$ cat config.mk
export PLATFORM = sky130hd
export DESIGN_NAME = vga_timing_scaler
export DESIGN_NICKNAME = d
export VERILOG_FILES = /design/src/rtl/vga_timing_scaler.sv
export SDC_FILE = /design/constraint.sdc
export NUM_CORES = 1
export LEC_CHECK = 0
export CAP_MARGIN = 20
export CORE_ASPECT_RATIO = 0.5
export CORE_MARGIN = 2
export CORE_UTILIZATION = 30
export DETAILED_ROUTE_END_ITERATION = 16
export GPL_ROUTABILITY_DRIVEN = 0
export SKIP_CTS_REPAIR_TIMING = 1
export SLEW_MARGIN = 30
export SYNTH_ARGS = -nofsm -noshare
export SYNTH_HDL_FRONTEND = slang
export SYNTH_SLANG_ARGS = --single-unit
$ cat constraint.sdc
create_clock -name piul1Clock -period 3.4 [get_ports piul1Clock]
set_input_delay 0.68 -clock piul1Clock [delete_from_list [all_inputs] [get_ports piul1Clock]]
set_output_delay 0.68 -clock piul1Clock [all_outputs]
set_load 0.01 [all_outputs]
$ cat src/rtl/vga_timing_scaler.sv
// VGA raster generator with integer zoom from a sub-resolution RGB12 frame buffer.
// Counters drive buffer addresses; sync/blank are delayed to line up with the returned pixel data.
module vga_timing_scaler #(
    parameter int   H_SYNC     = 96,
    parameter int   H_BP       = 48,
    parameter int   H_ACT      = 640,
    parameter int   H_FP       = 16,
    parameter int   V_SYNC     = 2,
    parameter int   V_BP       = 33,
    parameter int   V_ACT      = 480,
    parameter int   V_FP       = 10,
    parameter logic HS_POL     = 1'b0,
    parameter logic VS_POL     = 1'b0,
    parameter int   ZOOM_LOG2  = 1,
    parameter int   BUF_HRES   = H_ACT >> ZOOM_LOG2,
    parameter int   ADDR_W     = 17,
    parameter int   RD_LATENCY = 1
) (
    input  logic              piul1Clock,
    input  logic              piul1Reset_n,
    input  logic              piul1Enable,
    output logic [ADDR_W-1:0] poulRAddr,
    input  logic [11:0]       piul12RData,
    output logic              poul1HSync,
    output logic              poul1VSync,
    output logic              poul1Blank_n,
    output logic [7:0]        poul8Red,
    output logic [7:0]        poul8Green,
    output logic [7:0]        poul8Blue,
    output logic              poul1FrameStart
);

    localparam int     H_TOT     = H_SYNC + H_BP + H_ACT + H_FP;
    localparam int     V_TOT     = V_SYNC + V_BP + V_ACT + V_FP;
    localparam int     H_W       = $clog2(H_TOT);
    localparam int     V_W       = $clog2(V_TOT);
    localparam int     SUB_W     = (ZOOM_LOG2 > 0) ? ZOOM_LOG2 : 1;
    localparam int     PIPE      = RD_LATENCY + 2;
    localparam longint LAST_ADDR = longint'(BUF_HRES) * longint'(V_ACT >> ZOOM_LOG2) - 1;

    localparam logic [H_W-1:0]    H_SYNC_END  = H_W'(H_SYNC);
    localparam logic [H_W-1:0]    H_ACT_BEG   = H_W'(H_SYNC + H_BP);
    localparam logic [H_W-1:0]    H_ACT_LAST  = H_W'(H_SYNC + H_BP + H_ACT - 1);
    localparam logic [H_W-1:0]    H_LAST      = H_W'(H_TOT - 1);
    localparam logic [V_W-1:0]    V_SYNC_END  = V_W'(V_SYNC);
    localparam logic [V_W-1:0]    V_ACT_BEG   = V_W'(V_SYNC + V_BP);
    localparam logic [V_W-1:0]    V_ACT_LAST  = V_W'(V_SYNC + V_BP + V_ACT - 1);
    localparam logic [V_W-1:0]    V_LAST      = V_W'(V_TOT - 1);
    localparam logic [SUB_W-1:0]  SUB_LAST    = SUB_W'((1 << ZOOM_LOG2) - 1);
    localparam logic [ADDR_W-1:0] ROW_STEP    = ADDR_W'(BUF_HRES);

    generate
        if ((H_ACT % (1 << ZOOM_LOG2)) != 0 || (V_ACT % (1 << ZOOM_LOG2)) != 0) begin : gBadZoom
            $error("vga_timing_scaler: H_ACT and V_ACT must be multiples of 2**ZOOM_LOG2");
        end
        if (ADDR_W < 63 && LAST_ADDR >= (longint'(1) << ADDR_W)) begin : gBadAddrW
            $error("vga_timing_scaler: ADDR_W too narrow for the last buffer address");
        end
        if (RD_LATENCY < 1) begin : gBadLatency
            $error("vga_timing_scaler: RD_LATENCY must be at least 1");
        end
    endgenerate

    typedef enum logic {IDLE, RUN} stateT;

    stateT            state, stateNext;
    logic [H_W-1:0]   hCnt;
    logic [V_W-1:0]   vCnt;
    logic             running, hLast, vLast, frameWrap;
    logic             hAct, vAct, display, lineEnd;
    logic             hsRaw, vsRaw, fsRaw;

    assign running   = (state == RUN);
    assign hLast     = (hCnt == H_LAST);
    assign vLast     = (vCnt == V_LAST);
    assign frameWrap = running && hLast && vLast;
    assign hAct      = (hCnt >= H_ACT_BEG) && (hCnt <= H_ACT_LAST);
    assign vAct      = (vCnt >= V_ACT_BEG) && (vCnt <= V_ACT_LAST);
    assign display   = running && hAct && vAct;
    assign lineEnd   = display && (hCnt == H_ACT_LAST);
    assign hsRaw     = (running && hCnt < H_SYNC_END) ? HS_POL : ~HS_POL;
    assign vsRaw     = (running && vCnt < V_SYNC_END) ? VS_POL : ~VS_POL;
    assign fsRaw     = running && (hCnt == H_ACT_BEG) && (vCnt == V_ACT_BEG);

    // NOTE: sequential state uses non-blocking assignments so every register samples pre-edge values.
    always_ff @(posedge piul1Clock or negedge piul1Reset_n) begin
        if (!piul1Reset_n) state <= IDLE;
        else               state <= stateNext;
    end

    // NOTE: stateNext gets a default before the case so no path leaves it unassigned (no latch).
    always_comb begin
        stateNext = state;
        case (state)
            IDLE:    if (piul1Enable) stateNext = RUN;
            RUN:     if (frameWrap && !piul1Enable) stateNext = IDLE;
            default: stateNext = IDLE;
        endcase
    end

    always_ff @(posedge piul1Clock or negedge piul1Reset_n) begin
        if (!piul1Reset_n) begin
            hCnt <= '0;
            vCnt <= '0;
        end else if (!running) begin
            hCnt <= '0;
            vCnt <= '0;
        end else if (hLast) begin
            hCnt <= '0;
            vCnt <= vLast ? '0 : vCnt + V_W'(1);
        end else begin
            hCnt <= hCnt + H_W'(1);
        end
    end

    // Incremental address walk: xSub/ySub count repeats of a buffer pixel and row.
    logic [ADDR_W-1:0] rowBase, pixAddr;
    logic [SUB_W-1:0]  xSub, ySub;

    always_ff @(posedge piul1Clock or negedge piul1Reset_n) begin
        if (!piul1Reset_n) begin
            poulRAddr <= '0;
            rowBase   <= '0;
            pixAddr   <= '0;
            xSub      <= '0;
            ySub      <= '0;
        end else begin
            if (display) begin
                poulRAddr <= pixAddr;
                if (lineEnd) begin
                    xSub <= '0;
                    if (ySub != SUB_LAST) begin
                        ySub    <= ySub + SUB_W'(1);
                        pixAddr <= rowBase;
                    end else begin
                        ySub    <= '0;
                        rowBase <= rowBase + ROW_STEP;
                        pixAddr <= rowBase + ROW_STEP;
                    end
                end else if (xSub == SUB_LAST) begin
                    xSub    <= '0;
                    pixAddr <= pixAddr + ADDR_W'(1);
                end else begin
                    xSub <= xSub + SUB_W'(1);
                end
            end
            if (!running || frameWrap) begin
                rowBase <= '0;
                pixAddr <= '0;
                xSub    <= '0;
                ySub    <= '0;
            end
        end
    end

    // Timing delay line, RD_LATENCY+2 deep, so controls leave together with the RGB they belong to.
    logic [PIPE-1:0] hsPipe, vsPipe, actPipe, fsPipe;

    // NOTE: these are plain flops, not a RAM, so they take the async reset and outputs idle at once.
    always_ff @(posedge piul1Clock or negedge piul1Reset_n) begin
        if (!piul1Reset_n) begin
            hsPipe  <= {PIPE{~HS_POL}};
            vsPipe  <= {PIPE{~VS_POL}};
            actPipe <= '0;
            fsPipe  <= '0;
        end else begin
            hsPipe  <= {hsPipe[PIPE-2:0], hsRaw};
            vsPipe  <= {vsPipe[PIPE-2:0], vsRaw};
            actPipe <= {actPipe[PIPE-2:0], display};
            fsPipe  <= {fsPipe[PIPE-2:0], fsRaw};
        end
    end

    assign poul1HSync      = hsPipe[PIPE-1];
    assign poul1VSync      = vsPipe[PIPE-1];
    assign poul1Blank_n    = actPipe[PIPE-1];
    assign poul1FrameStart = fsPipe[PIPE-1];

    // actPipe[PIPE-2] is the blank flag that moves to the output on this same edge.
    always_ff @(posedge piul1Clock or negedge piul1Reset_n) begin
        if (!piul1Reset_n) begin
            poul8Red   <= '0;
            poul8Green <= '0;
            poul8Blue  <= '0;
        end else if (actPipe[PIPE-2]) begin
            poul8Red   <= {piul12RData[11:8], piul12RData[11:8]};
            poul8Green <= {piul12RData[7:4],  piul12RData[7:4]};
            poul8Blue  <= {piul12RData[3:0],  piul12RData[3:0]};
        end else begin
            poul8Red   <= '0;
            poul8Green <= '0;
            poul8Blue  <= '0;
        end
    end

endmodule

* Word level (Yosys, flattened, before mapping)
Index checks and enable logic that the tools add are counted.
** Word-level totals
- Bits in read-only memories :: 0
- Input bits :: 15
- RAM bits :: 0
- Bits in latches :: 0
- Output and inout bits :: 45
- Memories :: 0
- Bits in registers :: 110
** Cells by class
- Eq/ne operators :: 6
- Multiply operators :: 0
- Add/subtract/negate cells :: 6
- Divide/modulo/power cells :: 0
- Bitwise gates (word level) :: 1
- Muxes and demuxes :: 29
- Magnitude comparators :: 6
- Reduce and logical (&&, ||, !) cells :: 20
- Shift operators :: 0
** Operators by type and width (number)
- 2-to-1 mux 17 bit :: 8
- 2-to-1 mux 10 bit :: 5
- == test 10 bit, second input constant :: 3
- 2-to-1 mux 8 bit :: 3
- adder 10 x 1 -> 10 bit, second input constant :: 2
- less-or-equal comparator 10 bit, second input constant :: 2
- adder 17 x 1 -> 17 bit, second input constant :: 1
- adder 17 x 9 -> 17 bit, second input constant :: 1
- logical AND 1 bit :: 12
- 2-to-1 mux 1 bit :: 12
- == test 10 x 6 -> 1 bit, second input constant :: 1
- == test 10 x 8 -> 1 bit, second input constant :: 1
- >= comparator 10 x 6 -> 1 bit, second input constant :: 1
- >= comparator 10 x 8 -> 1 bit, second input constant :: 1
- less-than comparator 10 x 2 -> 1 bit, second input constant :: 1
- less-than comparator 10 x 7 -> 1 bit, second input constant :: 1
- AND reduction 2 bit :: 2
- nonzero test 2 bit :: 2
- nonzero test 3 bit :: 1
- adder 1 bit, second input constant :: 2
- logical NOT 1 bit :: 2
- != test 2 x 1 -> 1 bit, second input constant :: 1
- case mux 1 bit (2 select lines) :: 1
- logical OR 1 bit :: 1
- NOT 1 bit :: 1

* Longest topological paths before layout
Gate-level depths: netlist (run 1).
- Depth after elaboration :: 8
- Mapped depth :: 9

* Worst setup path after synthesis (run 1)
OpenSTA, ideal clock, no wires.
- Path type :: register -> register
- Start point :: reg vCnt[1]
- End point :: reg poulRAddr[10]
- Data required time :: 3.275 ns
- Stages on the path, launching flop included :: 8
- Period minus slack after synthesis :: 2.349 ns
- Arrival time :: 2.224 ns
- Library setup time :: 0.125 ns
- Path buffers :: 2
- Setup slack :: 1.051 ns
- Cell sequence :: dfrtp_1 > ha_1 > o41ai_1 > a21oi_1 > buf_2 > o21ai_2 > buf_4 > mux2_2
** Between the ends
- Word-level cells in the longest chain between the ends :: 3
** RTL lines
- from (decl) :: RTL line 68 : logic [V_W-1:0] vCnt;
- from (signal assigned) :: RTL line 110 : vCnt <= vLast ? '0 : vCnt + V_W'(1);
- >= comparator 10 x 6 -> 1 bit / less-or-equal comparator 10 bit (equally long branches) :: RTL line 78 : assign vAct = (vCnt >= V_ACT_BEG) && (vCnt <= V_ACT_LAST);
- logical AND 1 bit (*) :: RTL line 78
- logical AND 1 bit (*) :: RTL line 79 : assign display = running && hAct && vAct;
- to (signal assigned) :: RTL line 129 : poulRAddr <= pixAddr;
- to (decl) :: RTL line 22 : output logic [ADDR_W-1:0] poulRAddr,
Mark *: on every way between the ends. The rest lies on a longest branch, timed or not.
A chain may end at the register's enable or synchronous reset.

* Final worst setup path (run 1)
- Start point :: reg vCnt[4]
- End point :: reg pixAddr[2]
** Between the ends
- Word-level cells in the longest chain between the ends :: 7
** RTL lines
- >= comparator 10 x 6 -> 1 bit / less-or-equal comparator 10 bit (equally long branches) :: RTL line 78
- logical AND 1 bit :: RTL line 78
- logical AND 1 bit :: RTL line 79
- logical AND 1 bit :: RTL line 80 : assign lineEnd = display && (hCnt == H_ACT_LAST);
- 2-to-1 mux 17 bit :: RTL line 130 : if (lineEnd) begin
- 2-to-1 mux 17 bit :: RTL line 128 : if (display) begin
- 2-to-1 mux 17 bit :: RTL line 147 : if (!running || frameWrap) begin
- to (signal assigned) :: RTL line 134 : pixAddr <= rowBase;
- to (signal assigned) :: RTL line 138 : pixAddr <= rowBase + ROW_STEP;
- to (signal assigned) :: RTL line 142 : pixAddr <= pixAddr + ADDR_W'(1);
- to (decl) :: RTL line 117 : logic [ADDR_W-1:0] rowBase, pixAddr;
Several ways; a longest one is shown, not always the timed one. The select of a mux whose other input is x is not followed.

==> metrics.csv, run 1 <==
metric,value,unit
path_cells,or4_4 -> or4_4 -> a21oi_2 -> nor2_1 -> a32o_1,
tns,0,ns
fin_crit_sh,0.787,
cts_num_sinks,92,
maxSlewHeadroom,0.458,
outcome,completed,
overflow,0,
syn_nets,458,
layout_common_cells,"dfrtp_1 (86), clkdlybuf4s50_1 (58), nor2_1 (41)",
slew_violations,0,
clockPowerShare,0.479,
critical_path_arrival,2.91,ns
antenna_found_initial,0,
post-route-util,0.383,
finalCriticalPeriod,2.67,ns
layout.nets,504,
p_sw,0.000452,W
grt_start_max_net_pins,84,
synth.avg_cell_area,10.5,µm²
hold_violations,0,
ys_ff_latch,92,
grt_pass1_vias,3404,
place_inst,669,
totalWireLength,10100,µm
vias,3388,
wire_per_inst,14.8,µm
crit_type,reg2reg,
swShare,0.208,
grt_use_total,0.134,
die_h,91.4,µm
finClkSkew,0.00776,ns
die-area,16300,µm²
r2r-start,vCnt[4],
syn_area,4580,µm²
r2r_slack,0.73,ns
rsz0062_at_grt,false,
yosysSeqAreaShare,0.504,
finalNonFillerCells,685,
power.density,386,nW/µm²
p_seq_frac,0.503,
coreArea,14700,µm²
required,3.63,ns
layout_commonest_cell,dfrtp_1,
slowest_stage,or4_4,
power_frac_comb,0.018,
r2r.worst_path.cells,5,
synth_cells,436,
dp_hpwl,6940,µm
dr.pass1.iters,4,
cp_max_fo,11,
clkTransAtPathRegs,0.07,ns
cts-root-buf,clkbuf_16,
nFillCells,1452,
cts_buffers,9,
synth_edf_count,0,
worstSkewPairLatency,0.34,ns
power,0.00217,W
tightest_slew,0.808,ns
cp-end-kind,flip-flop,
drtAntennaViolNets,0,
crit_path_start_kind,flip-flop,
drive_gt1_frac,0.133,
antenna_cells,0,
p_leak,2.44,nW
setup_viol_count_final,0,
rows,31,
reg2reg_to,pixAddr[2],
async_flop_share,1.00,
start_util,0.312,
min_path_type,in2async,
ys.flop_type,dfrtp_1,
max_freq,374,MHz
grt_pass1_wl,17300,µm
drc,0,
drv_cap,0,
first_iter_violations,188,
io_pins,60,
crit_path_frequent_cell,or4_4,
ir_drop,0.000229,V
slowest_delay,0.58,ns
clockBufferDepth,2,
cts_tree,built,
cts_max_level,3,
syn2layout_area_growth,22.8,%
portBuffers,59,
p_int,0.00172,W
ys_types,53,
die_x,179,µm
viasPerCell,4.95,
ys_warn_count,0,
-- final cells by class --
type	count	area (µm²)	area share
Clock buffer	11	253	0.0449
Timing Repair Buffer	69	676	0.120
Clock inverter	5	58.8	0.0104
Inverter	7	26.3	0.00467
Multi-Input combinational cell	303	2060	0.366
Sequential cell	92	2310	0.410
Tap cell	198	248	0.0440
-- power by group through the flow --
| stage | registers (W) | logic [W] | clock network [W] |
|---|---|---|---|
| after global routing | 0.00109 | 0.0000449 | 0.00112 |
| after floorplan | 0.00112 | 0.000000171 | 0 |
| final | 0.00109 | 0.0000388 | 0.00104 |
| after CTS | 0.00109 | 0.0000412 | 0.00108 |
| after global placement | 0.00111 | 0.0000408 | 0 |
| after detailed placement | 0.00111 | 0.0000409 | 0 |
-- how the worst max path moves through the flow --
stage,cells after the start,from,slack [ns],end
floorplan,7,vCnt[1],1.05,poulRAddr[10]
global placement,5,vCnt[4],0.81,pixAddr[2]
detailed placement,5,vCnt[4],0.75,pixAddr[2]
CTS,5,vCnt[4],0.74,pixAddr[2]
global route,7,vCnt[1],0.58,pixAddr[7]
finish,5,vCnt[4],0.73,pixAddr[2]
-- stage by stage --
step	setup WS [ns]	instance area, µm²	hold slack (ns)
3_3_place_gp	0.809	5310	0.335
3_5_place_dp	0.753	5310	0.339
5_1_grt	0.584	5630	0.160
4_1_cts	0.739	5630	0.154
2_1_floorplan	1.05	4580	0.331
6_report	0.726	5630	0.164
-- per-layer routing --
layer | track usage | up-vias | part of all wire
met5 | 0 | - | 0
met4 | 0.0454 | 0 | 0.012
met3 | 0.0339 | 6 | 0.035
met2 | 0.213 | 56 | 0.48
met1 | 0.177 | 1681 | 0.47
li1 | - | 1645 | -
-- synthesized netlist by cell type, drive strengths merged, types with 8 or more instances --
cell	count	area share
o211ai	8	0.013
a21oi	18	0.020
clkbuf	11	0.0090
dfrtp	86	0.47
xor2	23	0.044
o21ai	11	0.013
nand2	22	0.018
nor3	10	0.011
nor2	41	0.034
buf	23	0.033
nand4	14	0.019
xnor2	11	0.021
and2	16	0.022
mux2	18	0.044
and3	9	0.012
nand3	23	0.025
-- registers in the layout, summed over array words and instances (netlist names), 3 cells and up --
| signal | flops |
|---|---|
| hCnt | 10 |
| rowBase | 11 |
| fsPipe | 3 |
| vCnt | 10 |
| pixAddr | 17 |
| vsPipe | 3 |
| poul8Blue | 4 |
| poulRAddr | 17 |
| hsPipe | 3 |
| poul8Green | 4 |
| actPipe | 3 |
| poul8Red | 4 |
-- cell families after synthesis --
logic type,Yosys count,synth area share
and+or+nand+nor,166,0.194
adders and majority gates,7,0.0191
DFF,92,0.504
xor gates and xnor gates,34,0.0650
buffers and inverters,41,0.0480
AOI/OAI and AO/OA,71,0.110
muxes,25,0.0595
-- worst max-delay path, delay by kind of cell (launching register included) --
kind,cells,cell delay (ns)
AOI/OAI and AO/OA,2,0.81
and+or+nand+nor,3,1.31
DFF,1,0.44
Power figures use the tool's default switching activity.
==> inputs of run 2 (changes only) <==
==> constraint.sdc (replaced) <==
create_clock -name piul1Clock -period 2.5 [get_ports piul1Clock]
set_input_delay 0.5 -clock piul1Clock [delete_from_list [all_inputs] [get_ports piul1Clock]]
set_output_delay 0.5 -clock piul1Clock [all_outputs]
set_load 0.01 [all_outputs]
==> metrics.csv, run 2 (synthesized netlist as in run 1, its figures left out) <==
metric,value,unit,change
outcome,completed,,unchanged
final_cell_area,5730,µm²,was 5630 µm²
fin_ws,0.137,ns,was 0.726 ns
drive_gt1_frac,0.152,,was 0.133
totalWireLength,10100,µm,about the same
slew_violations,0,,unchanged
cp-end-kind,flip-flop,,unchanged
max_freq,423,MHz,was 374 MHz
maxSlewHeadroom,0.593,,was 0.458
rows,31,,unchanged
io_pins,60,,unchanged
dr.pass1.iters,4,,unchanged
clockPowerShare,0.454,,was 0.479
clkTransAtPathRegs,0.06,ns,was 0.07 ns
cp-startpoint,vCnt[4],,unchanged
die_x,179,µm,unchanged
grt_pass1_vias,3425,,was 3404
holdWs,0.175,ns,was 0.164 ns
cts_max_level,3,,unchanged
place_area,5440,µm²,was 5310 µm²
min_path_type,in2async,,unchanged
drc,0,,unchanged
dp_slack,0.148,ns,was 0.753 ns
p_seq_frac,0.527,,was 0.503
layout.nets,516,,was 504
cts_tree,built,,unchanged
p_int,0.00224,W,was 0.00172 W
rsz0062_at_grt,false,,unchanged
power_frac_comb,0.019,,was 0.018
portBuffers,59,,unchanged
required,2.73,ns,was 3.63 ns
r2r.worst_path.cells,6,,was 5
finalCriticalPeriod,2.36,ns,was 2.67 ns
cts-root-buf,clkbuf_16,,unchanged
grt_use_total,0.135,,was 0.134
power.density,493,nW/µm²,was 386 nW/µm²
swShare,0.207,,was 0.208
layout_common_cells,"dfrtp_1 (86), clkdlybuf4s50_1 (58), nor2_1 (41)",,unchanged
cts_buffers,9,,unchanged
first_iter_violations,281,,was 188
critical_path_arrival,2.59,ns,was 2.91 ns
grt_pass1_wl,17400,µm,was 17300 µm
cts_num_sinks,92,,unchanged
crit_path_start_kind,flip-flop,,unchanged
dp_hpwl,7160,µm,was 6940 µm
start_util,0.312,,unchanged
fin_crit_sh,0.945,,was 0.787
antenna_found_initial,0,,unchanged
worstSkewPairLatency,0.34,ns,about the same
wire_per_inst,14.5,µm,was 14.8 µm
drv_cap,0,,unchanged
viasPerCell,4.90,,was 4.95
hold_violations,0,,unchanged
ir_drop,0.000271,V,was 0.000229 V
antenna_cells,0,,unchanged
die_h,91.4,µm,unchanged
die-area,16300,µm²,unchanged
overflow,0,,unchanged
finClkSkew,0.00573,ns,was 0.00776 ns
p_sw,0.000585,W,was 0.000452 W
clockBufferDepth,2,,unchanged
coreArea,14700,µm²,unchanged
cp_max_fo,11,,unchanged
tightest_slew,0.610,ns,was 0.808 ns
p_leak,2.52,nW,was 2.44 nW
largestRegisters,"pixAddr x17, poulRAddr x17, rowBase x11",,unchanged
vias,3416,,was 3388
layout_commonest_cell,dfrtp_1,,unchanged
r2r-start,vCnt[4],,unchanged
syn2layout_area_growth,25.1,%,was 22.8%
crit_type,reg2reg,,unchanged
drtAntennaViolNets,0,,unchanged
grt_start_max_net_pins,48,,was 84
setup_viol_count_final,0,,unchanged
tns,0,ns,unchanged
## run 2: layout make-up
type | instances | area (µm²)
fillers | 1411 | 8970
flip-flops and latches | 92 | 2310
multi-input cells | 303 | 2070
repair buffers | 81 | 803
clock buffers | 13 | 260
well taps | 198 | 248
inverters | 7 | 26.3
clock inverters | 3 | 21.3
## run 2: power by group through the flow
stage | combinational (W) | sequential [W] | clock (W)
2_1_floorplan | 0.000000232 | 0.00152 | 0
3_3_place_gp | 0.0000572 | 0.00152 | 0
3_5_place_dp | 0.0000577 | 0.00152 | 0
4_1_cts | 0.0000579 | 0.00149 | 0.00132
5_1_grt | 0.0000625 | 0.00149 | 0.00140
6_report | 0.0000543 | 0.00149 | 0.00128
## run 2: through the flow
step | power, W | instances | utilization
2_1_floorplan | 0.00152 | 436 | -
3_3_place_gp | 0.00157 | 681 | 0.370
3_5_place_dp | 0.00157 | 681 | 0.370
4_1_cts | 0.00287 | 697 | 0.389
5_1_grt | 0.00295 | 697 | 0.390
6_report | 0.00283 | 697 | 0.390
## run 2: routing by layer
metal,track usage,wire [µm]
met1,0.183,4810
met2,0.210,4780
met3,0.0335,390
met4,0.0427,131
met5,0,0
## run 2: worst paths after layout
check	end	slack, ns
max	pixAddr[10]	0.14
min	fsPipe[1]	0.17
max reg2reg	pixAddr[10]	0.14
min reg2reg	fsPipe[2]	0.35
max in group asynchronous	vsPipe[0]	1.68
min in group piul1Clock	fsPipe[2]	0.35
## run 2: critical path: stages, from the launching register on
cell and delay, ns:
dfrtp_1 0.44, or4_4 0.58, or4_4 0.54, a21oi_2 0.21, buf_12 0.16, o21ai_1 0.07
a32o_1 0.26
